$ cat config.mk
export PLATFORM = sky130hd
export DESIGN_NAME = serial_adder_fsm_flat
export DESIGN_NICKNAME = d
export VERILOG_FILES = /design/src/rtl/serial_adder_fsm_if.sv /design/src/rtl/serial_adder_fsm.sv /design/src/flat_wrapper.sv
export SDC_FILE = /design/constraint.sdc
export NUM_CORES = 1
export LEC_CHECK = 0
export ABC_AREA = 1
export BUFFER_PORTS_ARGS = -buffer_cell sky130_fd_sc_hd__buf_2
export CAP_MARGIN = 15
export CORE_ASPECT_RATIO = 0.6
export CORE_UTILIZATION = 30
export DETAILED_ROUTE_END_ITERATION = 16
export PLACE_DENSITY = 0.56
export SYNTH_ARGS = -nofsm -noshare
export SYNTH_HDL_FRONTEND = slang
export SYNTH_SLANG_ARGS = --single-unit
$ cat constraint.sdc
create_clock -name i_clk -period 1.3 [get_ports i_clk]
set_input_delay 0.26 -clock i_clk [delete_from_list [all_inputs] [get_ports i_clk]]
set_output_delay 0.26 -clock i_clk [all_outputs]
set_load 0.005 [all_outputs]
$ cat src/rtl/serial_adder_fsm_if.sv
// Operand/result bundle for serial_adder_fsm: request side (master) and adder side (slave).
// Carries the ovf result only when SIGNED_OVF_EN is defined.
interface serial_adder_fsm_if #(
  parameter int WIDTH = 8
);
  logic             start;
  logic [WIDTH-1:0] a;
  logic [WIDTH-1:0] b;
  logic             cin;
  logic             busy;
  logic             done;
  logic [WIDTH-1:0] sum;
  logic             cout;
`ifdef SIGNED_OVF_EN
  logic             ovf;

  modport master (output start, a, b, cin, input busy, done, sum, cout, ovf);
  modport slave  (input start, a, b, cin, output busy, done, sum, cout, ovf);
`else
  modport master (output start, a, b, cin, input busy, done, sum, cout);
  modport slave  (input start, a, b, cin, output busy, done, sum, cout);
`endif
endinterface

$ cat src/rtl/serial_adder_fsm.sv
// Bit-serial WIDTH-bit adder: one full-adder cell built from two half-adder cells plus a carry flop.
// Optional feature macro: SIGNED_OVF_EN adds a registered two's-complement overflow flag.
module serial_adder_fsm #(
  parameter int WIDTH = 8
) (
  input  logic                 i_clk,
  input  logic                 i_rst,
  serial_adder_fsm_if.slave    io_bus
);

  localparam int CNT_W = $clog2(WIDTH);
  localparam logic [CNT_W-1:0] CNT_LAST = CNT_W'(WIDTH - 1);

  typedef enum logic [1:0] {
    ST_IDLE = 2'd0,
    ST_RUN  = 2'd1,
    ST_DONE = 2'd2
  } state_t;

  // Returns {carry, sum} of a single half-adder cell.
  function automatic logic [1:0] half_add(input logic x, input logic y);
    return {x & y, x ^ y};
  endfunction

  function automatic logic [1:0] full_add(input logic x, input logic y, input logic ci);
    logic [1:0] h0;
    logic [1:0] h1;
    h0 = half_add(x, y);
    h1 = half_add(h0[0], ci);
    return {h0[1] | h1[1], h1[0]};
  endfunction

  state_t             r_state;
  state_t             w_state_nxt;
  logic               w_load;
  logic               w_shift;
  logic               w_last;
  logic [1:0]         w_fa;
  logic               w_s_bit;
  logic               w_carry_nxt;

  logic [WIDTH-1:0]   r_a_sh;
  logic [WIDTH-1:0]   r_b_sh;
  logic [WIDTH-1:0]   r_s_sh;
  logic               r_carry;
  logic [CNT_W-1:0]   r_cnt;
  logic [WIDTH-1:0]   r_sum;
  logic               r_cout;
  logic               r_busy;
  logic               r_done;
`ifdef SIGNED_OVF_EN
  logic               r_ovf;
`endif

  assign w_fa        = full_add(r_a_sh[0], r_b_sh[0], r_carry);
  assign w_s_bit     = w_fa[0];
  assign w_carry_nxt = w_fa[1];
  assign w_last      = (r_cnt == CNT_LAST);

  // Next-state and datapath control decode.
  always_comb begin
    w_state_nxt = r_state;
    w_load      = 1'b0;
    w_shift     = 1'b0;
    case (r_state)
      ST_IDLE: begin
        if (io_bus.start) begin
          w_state_nxt = ST_RUN;
          w_load      = 1'b1;
        end else begin
          w_state_nxt = ST_IDLE;
        end
      end
      ST_RUN: begin
        w_shift = 1'b1;
        if (w_last) begin
          w_state_nxt = ST_DONE;
        end else begin
          w_state_nxt = ST_RUN;
        end
      end
      ST_DONE: w_state_nxt = ST_IDLE;
      default: w_state_nxt = ST_IDLE;
    endcase
  end

  // State register; busy/done are registered from the next state so they track it exactly.
  always_ff @(posedge i_clk or posedge i_rst) begin
    if (i_rst) begin
      r_state <= ST_IDLE;
      r_busy  <= 1'b0;
      r_done  <= 1'b0;
    end else begin
      r_state <= w_state_nxt;
      r_busy  <= (w_state_nxt != ST_IDLE);
      r_done  <= (w_state_nxt == ST_DONE);
    end
  end

  // Operand shifters, carry, bit counter and result registers.
  always_ff @(posedge i_clk or posedge i_rst) begin
    if (i_rst) begin
      r_a_sh  <= {WIDTH{1'b0}};
      r_b_sh  <= {WIDTH{1'b0}};
      r_s_sh  <= {WIDTH{1'b0}};
      r_carry <= 1'b0;
      r_cnt   <= {CNT_W{1'b0}};
      r_sum   <= {WIDTH{1'b0}};
      r_cout  <= 1'b0;
`ifdef SIGNED_OVF_EN
      r_ovf   <= 1'b0;
`endif
    end else if (w_load) begin
      r_a_sh  <= io_bus.a;
      r_b_sh  <= io_bus.b;
      r_carry <= io_bus.cin;
      r_cnt   <= {CNT_W{1'b0}};
    end else if (w_shift) begin
      r_a_sh  <= {1'b0, r_a_sh[WIDTH-1:1]};
      r_b_sh  <= {1'b0, r_b_sh[WIDTH-1:1]};
      r_s_sh  <= {w_s_bit, r_s_sh[WIDTH-1:1]};
      r_carry <= w_carry_nxt;
      r_cnt   <= w_last ? r_cnt : (r_cnt + CNT_W'(1));
      if (w_last) begin
        r_sum  <= {w_s_bit, r_s_sh[WIDTH-1:1]};
        r_cout <= w_carry_nxt;
`ifdef SIGNED_OVF_EN
        // On the MSB step r_carry is the carry into the MSB.
        r_ovf  <= r_carry ^ w_carry_nxt;
`endif
      end
    end
  end

  assign io_bus.busy = r_busy;
  assign io_bus.done = r_done;
  assign io_bus.sum  = r_sum;
  assign io_bus.cout = r_cout;
`ifdef SIGNED_OVF_EN
  assign io_bus.ovf  = r_ovf;
`endif

endmodule

$ cat src/flat_wrapper.sv
// flat-port wrapper written by rule: the top's interface ports become plain ports
module serial_adder_fsm_flat 
#(
  parameter int WIDTH = 8
)
  (i_clk, i_rst, io_bus_start, io_bus_a, io_bus_b, io_bus_cin, io_bus_busy, io_bus_done, io_bus_sum, io_bus_cout);
  serial_adder_fsm_if #(.WIDTH(WIDTH)) io_bus_i ();
  input  logic i_clk;
  input  logic i_rst;
  input wire logic [$bits(io_bus_i.start)-1:0] io_bus_start;
  input wire logic [$bits(io_bus_i.a)-1:0] io_bus_a;
  input wire logic [$bits(io_bus_i.b)-1:0] io_bus_b;
  input wire logic [$bits(io_bus_i.cin)-1:0] io_bus_cin;
  output wire logic [$bits(io_bus_i.busy)-1:0] io_bus_busy;
  output wire logic [$bits(io_bus_i.done)-1:0] io_bus_done;
  output wire logic [$bits(io_bus_i.sum)-1:0] io_bus_sum;
  output wire logic [$bits(io_bus_i.cout)-1:0] io_bus_cout;
  assign io_bus_i.start = io_bus_start;
  assign io_bus_i.a = io_bus_a;
  assign io_bus_i.b = io_bus_b;
  assign io_bus_i.cin = io_bus_cin;
  assign io_bus_busy = io_bus_i.busy;
  assign io_bus_done = io_bus_i.done;
  assign io_bus_sum = io_bus_i.sum;
  assign io_bus_cout = io_bus_i.cout;
  serial_adder_fsm #(.WIDTH(WIDTH)) u_core (.i_clk(i_clk), .i_rst(i_rst), .io_bus(io_bus_i));
endmodule
Word-level counts from Yosys, hierarchy flattened
Cells that the tools add are included.
- bits in registers: 41
- latch bits: 0
- memory bits (writable): 0
- memory bits (read-only): 0
- bits of input ports: 20
- memories kept: 0
- $add $sub $neg: 1
- $mul: 0
- divide/modulo/power cells: 0
- $lt $le $gt $ge: 0
- equal/unequal tests: 4
- shift-type cells: 0
- muxes and demuxes: 15
- bitwise operators: 6
- reduce and logical (&&, ||, !) cells: 6
- operator list (cell ; count):
    2-to-1 mux 8 bit ; 4
    2-to-1 mux 3 bit ; 3
    2-to-1 mux 1 bit ; 6
    case mux 2 bit (2 select lines) ; 1
    AND reduction 2 bit ; 2
    nonzero test 2 bit ; 2
    adder 3 x 1 -> 3 bit (second input constant) ; 1
    equality test 3 bit (second input constant) ; 1
    AND reduction 3 bit ; 1
    bitwise AND 1 bit ; 2
    equality test 2 x 1 -> 1 bit (second input constant) ; 1
    equality test 2 bit (second input constant) ; 1
    zero test 2 bit ; 1
    2-to-1 mux 2 bit ; 1
    inequality test 2 x 1 -> 1 bit (second input constant) ; 1
    XOR 1 bit ; 2
    inverter 1 bit ; 1
    bitwise OR 1 bit ; 1

Logic depth before layout (Yosys ltp)
Gate-level depths: netlist of run 1.
- word-level depth: 5
- depth in mapped cells: 7
- mapped depth without buffers: 7

Least setup slack after synthesis of run 1
Ideal clock, no wire load.
- kind: register to register
- start point: reg u_core.r_cnt[0]
- end point: reg u_core.r_cnt[0]
- arrival: 1.246 ns
- required time: 1.182 ns
- setup slack: -0.064 ns
- stages on the path, launching flop included: 7
- buffers on the path: 0
- clock period less this slack: 1.364 ns
- path through: dfrtp_1 ha_1 ha_1 inv_1 nand3_1 nand3_1 nand2_1
- word-level cells in the longest chain between the ends: 4
- ends and longest elaborated chain (what ; line ; source):
    from (decl) ; serial_adder_fsm.sv:46 ; logic [CNT_W-1:0] r_cnt;
    from (signal assigned) ; serial_adder_fsm.sv:107 ; r_cnt <= {CNT_W{1'b0}};
    from (signal assigned) ; serial_adder_fsm.sv:117 ; r_cnt <= {CNT_W{1'b0}};
    from (signal assigned) ; serial_adder_fsm.sv:123 ; r_cnt <= w_last ? r_cnt : (r_cnt + CNT_W'(1));
    adder 3 x 1 -> 3 bit ; serial_adder_fsm.sv:123 ;
    2-to-1 mux 3 bit ; serial_adder_fsm.sv:123 ;
    2-to-1 mux 3 bit ; serial_adder_fsm.sv:118 ; end else if (w_shift) begin
    2-to-1 mux 3 bit ; serial_adder_fsm.sv:113 ; end else if (w_load) begin
Parallel ways exist; a longest one is shown, timed or not. The select of a mux whose other input is x is not followed.
A chain may end at the register's enable or synchronous reset.

Worst setup path in the final report of run 1
- start point: reg u_core.r_cnt[1]
- end point: reg u_core.r_sum[6] (netlist: u_core.io_bus.sum[6])
- word-level cells in the longest chain between the ends: 2
- ends and longest elaborated chain (what ; line ; source):
    equality test 3 bit ; serial_adder_fsm.sv:58 ; assign w_last = (r_cnt == CNT_LAST);
    AND reduction 3 bit (no line) ; -- ;
    to (signal assigned) ; serial_adder_fsm.sv:108 ; r_sum <= {WIDTH{1'b0}};
    to (signal assigned) ; serial_adder_fsm.sv:125 ; r_sum <= {w_s_bit, r_s_sh[WIDTH-1:1]};
    to (decl) ; serial_adder_fsm.sv:47 ; logic [WIDTH-1:0] r_sum;
No other way between the ends.

==> results of run 1 <==
-- flip-flops by register name, summed over array words and instances (netlist names) --
register	cells
u_core.io_bus.cout	1
u_core.r_b_sh	8
u_core.r_a_sh	8
u_core.r_carry	1
u_core.io_bus.busy	1
u_core.r_s_sh	7
u_core.r_cnt	3
u_core.r_state	2
u_core.io_bus.sum	8
u_core.io_bus.done	1
-- cells in the final DEF (no fill, tap or decap) --
master,count
nor2_4,2
clkinv_2,1
inv_1,2
buf_12,4
ha_2,1
clkinvlp_4,1
ha_4,1
dfrtp_1,40
inv_2,2
nand3_4,1
clkinv_1,1
bufinv_16,1
clkbuf_8,5
buf_4,10
inv_4,1
nand2_4,1
buf_2,30
nand3_1,30
nor2_1,2
nand3_2,20
fa_1,1
nor2_8,1
nand2_1,76
nand2_2,2
-- worst max-delay path, cell delays in order, from the launching register on --
cell	delay, ns
dfrtp_1	0.36
ha_2	0.20
ha_4	0.14
inv_4	0.05
buf_12	0.12
nor2_4	0.16
nand2_1	0.08
nand2_1	0.06
-- cell type report --
cell class                 count  share of cell area, %
clock buffer                   5                  2.954
timing repair buffer          44                  13.10
sequential                    40                  42.96
inverter                       6                  1.074
clock inverter                 3                  1.826
tap                           80                  4.296
multi-input combinational    138                  33.78
-- cells by family (layout without fill, tap and decap cells) --
logic type    count (synthesis)  in the layout  share of synthesized area [%]
simple gates                134            135                          37.60
buf+inv                      15             58                          6.065
fa+ha+maj                     3              3                          2.426
flops                        40             40                          53.91
-- per-layer routing --
layer / vias up / GRT usage [%]
li1: 709 / -
met1: 641 / 19.21
met2: 35 / 16.61
met3: 5 / 3.754
met4: 0 / 5.435
met5: - / 0
-- per-stage QoR --
stage          area [um2]  setup slack [ns]  utilization, %  cells  hold slack (ns)
2_1_floorplan        1857           0.01839               -    192           0.3696
3_3_place_gp         2157           0.04469           37.49    305           0.3348
3_5_place_dp         2157          -0.01421           37.49    305           0.3369
4_1_cts              2273           0.01209           39.51    313          0.01076
5_1_grt              2330          -0.01956           40.49    316          0.02674
6_report             2330           0.06262           40.49    316        -0.003594
-- what timing repair did --
| action | CTS | global route |
|---|---|---|
| gates cloned | 0 | 1 |
| pin swaps | 0 | 2 |
| setup endpoints to repair | 3 | 12 |
| resized for setup | 1 | 6 |
| buffers inserted | 0 | 2 |
| endpoints found under the hold margin | 0 | 0 |
-- how the worst min path moves through the flow --
stage	cells past startpoint	slack (ns)	endpoint
after floorplan	2	0.37	u_core.r_a_sh[7]
after global placement	3	0.33	u_core.io_bus.done
after detailed placement	3	0.34	u_core.io_bus.done
after CTS	3	0.01	u_core.io_bus.sum[5]
after global routing	3	0.03	u_core.io_bus.sum[0]
final	3	-0.004	u_core.io_bus.cout
-- power breakdown --
group,switching (mW),internal [mW],total (mW)
clock,0.446,0.568,1.01
combinational,1.13,0.885,2.02
sequential,0.344,1.76,2.10
==> flow_metrics.py, run 1 <==
metrics = {
    "die": {
        "design.core.area_um2": 5754,
        "die_w_um": 103.6,
        "initial_core_util_pct": 32.27,
        "dieArea_um2": 6518,
        "die_h_um": 62.94,
        "rows": 21,
        "io_pins": 31,
    },
    "layout": {
        "multi_input_comb_area_um2": 787.0,
        "syn2layout_area_growth_pct": 25.47,
        "final-seq-area_um2": 1001,
        "drive_gt1_share_pct": 35.59,
        "antenna_cells": 0,
        "nets": 258,
        "fill_cells": 575,
    },
    "routing": {
        "ant_nets": 0,
        "wl_per_cell_um": 12.41,
        "viasPerCell": 4.399,
        "met1Wirelength_mm": 2.109,
        "wl_met3_um": 203,
        "route.met2.wl_mm": 1.566,
        "routed_wl_mm": 3.920,
        "top_layer": "met4",
        "vias": 1390,
        "drt_iter0_drc": 46,
        "first_pass_iters": 5,
        "post-route-drc-count": 0,
    },
    "setup_path": {
        "endpoint": "u_core.io_bus.sum[6]",
        "ff2ff_setup_slack_ns": 0.06,
        "crit_path_start": "u_core.r_cnt[1]",
        "worstPathRequired_ns": 1.54,
        "worstReg2RegStart": "u_core.r_cnt[1]",
        "path_max_fanout": 5,
        "start_kind": "flop",
        "critPathKind": "reg -> reg",
        "worstSetupEndpointType": "flop",
        "rr_endpoint": "u_core.io_bus.sum[6]",
        "r2r_cells": 7,
        "cp.arrival_ns": 1.48,
    },
    "clock_tree": {
        "clock_sinks": 40,
        "cts_hold_buf": 0,
        "root_buffer": "clkbuf_8",
        "clk_pin_slew_worst_paths_ns": 0.08,
        "htreeDepth": 2,
        "cts_buffer_depth": 2,
        "cts_buffers": 5,
        "cts_tree": "done",
        "clkLatencyLatePin_ns": 0.30,
    },
    "power_and_ir_drop": {
        "p_per_area_nw_per_um2": 2203,
        "vdd_drop_max_mv": 0.7338,
        "leakage_nw": 1.223,
        "finalPower_mw": 5.132,
    },
    "global_route": {
        "grt_pass1_vias": 1358,
        "globalRouteOverflowTotal": 0,
        "grt_pass1_wl_mm": 6.492,
        "antenna_found_initial": 0,
        "grt_use_total_pct": 12.81,
        "grt_start_max_net_pins": 41,
    },
    "timing": {
        "holdWs_ns": -0.003594,
        "worstMarginPinSlew_ns": 0.2616,
        "skew_ns": 0.006895,
        "rsz0062_at_grt": "yes",
        "slew-limit-headroom_pct": 82.56,
        "setup_viol": 0,
        "max_freq_mhz": 808.2,
        "drv_slew": 0,
        "min_period_over_period_pct": 95.18,
        "fin_crit_ns": 1.237,
        "setup_tns_ns": 0,
        "hold_viol": 4,
    },
    "placed_design": {
        "dp_hpwl_mm": 2.548,
        "place_congestion": 0.8211,
        "portBuffers": 30,
    },
    "min_path": {
        "min_path_type": "in -> async",
    },
    "synthesis": {
        "async_flop_share_pct": 100.0,
        "synthFlopType": "dfrtp_1",
        "synth-edff-count": 0,
        "synth.distinct_cells": 17,
        "yosys_warnings": 0,
        "ys_seq_area_share_pct": 53.91,
        "yosys-top-cells-count": "nand2_1 (76), dfrtp_1 (40), nand3_1 (31)",
        "ys_seq_elements": 40,
        "yosysTopAreaCell": "dfrtp_1",
        "ys_top_cells_by_area": "dfrtp_1 (54%), nand2_1 (15%), nand3_2 (11%)",
        "avgSynthCellArea_um2": 9.671,
        "synthesis.nets": 215,
        "synth.most_common_cell": "nand2_1",
        "syn_area_um2": 1857,
        "synth_cells": 192,
        "synth_top_area_share_pct": 53.91,
    },
    "flow_run": {
        "maxCapViolations": 0,
    },
    "status": {
        "failed_checks": "negative hold slack",
        "status": "finished with violations",
    },
}
Note: power is estimated with default switching activity, not from simulation.
==> inputs of run 2 (changes only) <==
Settings changed: RECOVER_POWER set to 100, SLEW_MARGIN set to 30.
==> run 2 against run 1 <==
The run now ends clean. Via count decreased by 0.58%. Non-clock buffer count unchanged. Clock power about the same. Worst hold slack improved by 0.16 ns. Sequential power about the same. Die area unchanged. Worst setup slack got worse by 0.0011 ns. Design area decreased by 0.75%. Critical endpoint unchanged. Largest power group unchanged. Highest routed layer unchanged.
==> flow_metrics.py, run 2 (same netlist as run 1, synthesis figures left out) <==
metrics = {
    "status": {
        "status": "complete, no violations",
    },
    "power_and_ir_drop": {
        "vdd_drop_max_mv": 0.7338,
        "finalPower_mw": 5.117,
        "leakage_nw": 1.211,
        "p_per_area_nw_per_um2": 2213,
    },
    "global_route": {
        "antenna_found_initial": 0,
        "grt_start_max_net_pins": 41,
        "grt_use_total_pct": 12.81,
        "globalRouteOverflowTotal": 0,
        "grt_pass1_wl_mm": 6.492,
        "grt_pass1_vias": 1358,
    },
    "clock_tree": {
        "cts_buffers": 5,
        "root_buffer": "clkbuf_8",
        "clkLatencyLatePin_ns": 0.30,
        "clock_sinks": 40,
        "cts_buffer_depth": 2,
        "clk_pin_slew_worst_paths_ns": 0.08,
        "cts_tree": "done",
        "htreeDepth": 2,
    },
    "die": {
        "die_h_um": 62.94,
        "die_w_um": 103.6,
        "initial_core_util_pct": 32.27,
        "io_pins": 31,
        "design.core.area_um2": 5754,
        "dieArea_um2": 6518,
        "rows": 21,
    },
    "timing": {
        "setup_viol": 0,
        "fin_crit_ns": 1.239,
        "min_period_over_period_pct": 95.27,
        "holdWs_ns": 0.1556,
        "rsz0062_at_grt": "yes",
        "skew_ns": 0.006879,
        "slew-limit-headroom_pct": 33.80,
        "worstMarginPinSlew_ns": 0.9930,
        "max_freq_mhz": 807.4,
        "hold_viol": 0,
        "layout_setup_ws_ns": 0.06148,
        "drv_slew": 0,
    },
    "routing": {
        "wl_per_cell_um": 12.40,
        "vias": 1382,
        "ant_nets": 0,
        "first_pass_iters": 4,
        "viasPerCell": 4.373,
        "drt_iter0_drc": 46,
        "post-route-drc-count": 0,
        "routed_wl_mm": 3.918,
    },
    "flow_run": {
        "maxCapViolations": 0,
    },
    "setup_path": {
        "critPathMaxStageDelay_ns": 0.36,
        "crit_path_frequent_cell": "nand2_1",
        "critPathKind": "reg -> reg",
        "cpMaxStageDelayCell": "dfrtp_1",
        "cp_top_family": "flip-flops",
        "worstPathRequired_ns": 1.54,
        "path_max_fanout": 5,
        "start_kind": "flop",
        "cp_cell_sequence": "ha_2 -> ha_4 -> inv_4 -> buf_12 -> nor2_4 -> nand2_1 -> nand2_1",
        "path_buf_inv": 2,
        "cp.arrival_ns": 1.48,
        "worstSetupEndpointType": "flop",
    },
    "layout": {
        "syn2layout_area_growth_pct": 24.53,
        "antenna_cells": 0,
        "nets": 258,
        "drive_gt1_share_pct": 34.75,
        "final_common_cell": "nand2_1",
        "layout_common_cells": "nand2_1 (76), dfrtp_1 (40), nand3_1 (30)",
    },
    "placed_design": {
        "place_congestion": 0.8211,
        "portBuffers": 30,
        "place_ws_ns": -0.01421,
        "dp_hpwl_mm": 2.548,
    },
    "min_path": {
        "min_path_type": "in -> reg",
    },
}
run 2: cell types whose count changed in the layout (fill, tap and decap cells not counted), sizes merged:
cell    before  now
buf         44   41
clkbuf       5    8
run 2: path summary, 6_finish.rpt:
path | from | slack, ns | endpoint | depth (start not counted)
max | u_core.r_cnt[1] | 0.06 | u_core.io_bus.sum[6] | 7
max in group asynchronous | i_rst | 0.42 | u_core.r_a_sh[0] | 3
min | io_bus_b[7] | 0.16 | u_core.r_b_sh[7] | 3
max reg2reg | u_core.r_cnt[1] | 0.06 | u_core.io_bus.sum[6] | 7
min reg2reg | u_core.io_bus.sum[4] | 0.47 | u_core.io_bus.sum[4] | 2
min in group asynchronous | i_rst | 0.26 | u_core.io_bus.cout | 3
run 2: where the power goes:
group / internal [mW] / switching, mW
clock network: 0.568 / 0.446
registers: 1.76 / 0.346
logic: 0.872 / 1.13
total: 3.20 / 1.92
run 2: area by class of cell:
| cell class | instances | area, um2 |
|---|---|---|
| Fill cell | 579 | 3442 |
| Sequential cell | 40 | 1001 |
| Multi-Input combinational cell | 138 | 787.0 |
| Timing Repair Buffer | 44 | 287.8 |
| Tap cell | 80 | 100.1 |
| Clock buffer | 5 | 68.82 |
| Clock inverter | 3 | 42.54 |
| Inverter | 6 | 25.02 |
run 2: layer usage:
metal	global-route usage, %	routed length [um]	part of all wire, %
met2	16.61	1560	40
met5	0	0	0
met1	19.21	2136	55
met4	5.435	40	1.0
met3	3.754	180	4.6
run 2: repair_timing:
item,in CTS,in global routing
pin swaps,0,2
buffers inserted,0,2
hold buffers,0,0
resized for setup,1,6
gates cloned,0,1
endpoints found under the setup margin,3,12
run 2: worst min-delay path, delay by kind of cell:
kind | cells | cell delay (ns)
simple gates | 2 | 0.09
buf+inv | 1 | 0.07
run 2: stage by stage:
stage	util (%)	instances	cell area, um2	setup TNS, ns
2_1_floorplan	-	192	1857	0
3_3_place_gp	37.49	305	2157	0
3_5_place_dp	37.49	305	2157	-0.02879
4_1_cts	39.51	313	2273	0
5_1_grt	40.18	316	2312	-0.1356
6_report	40.18	316	2312	0
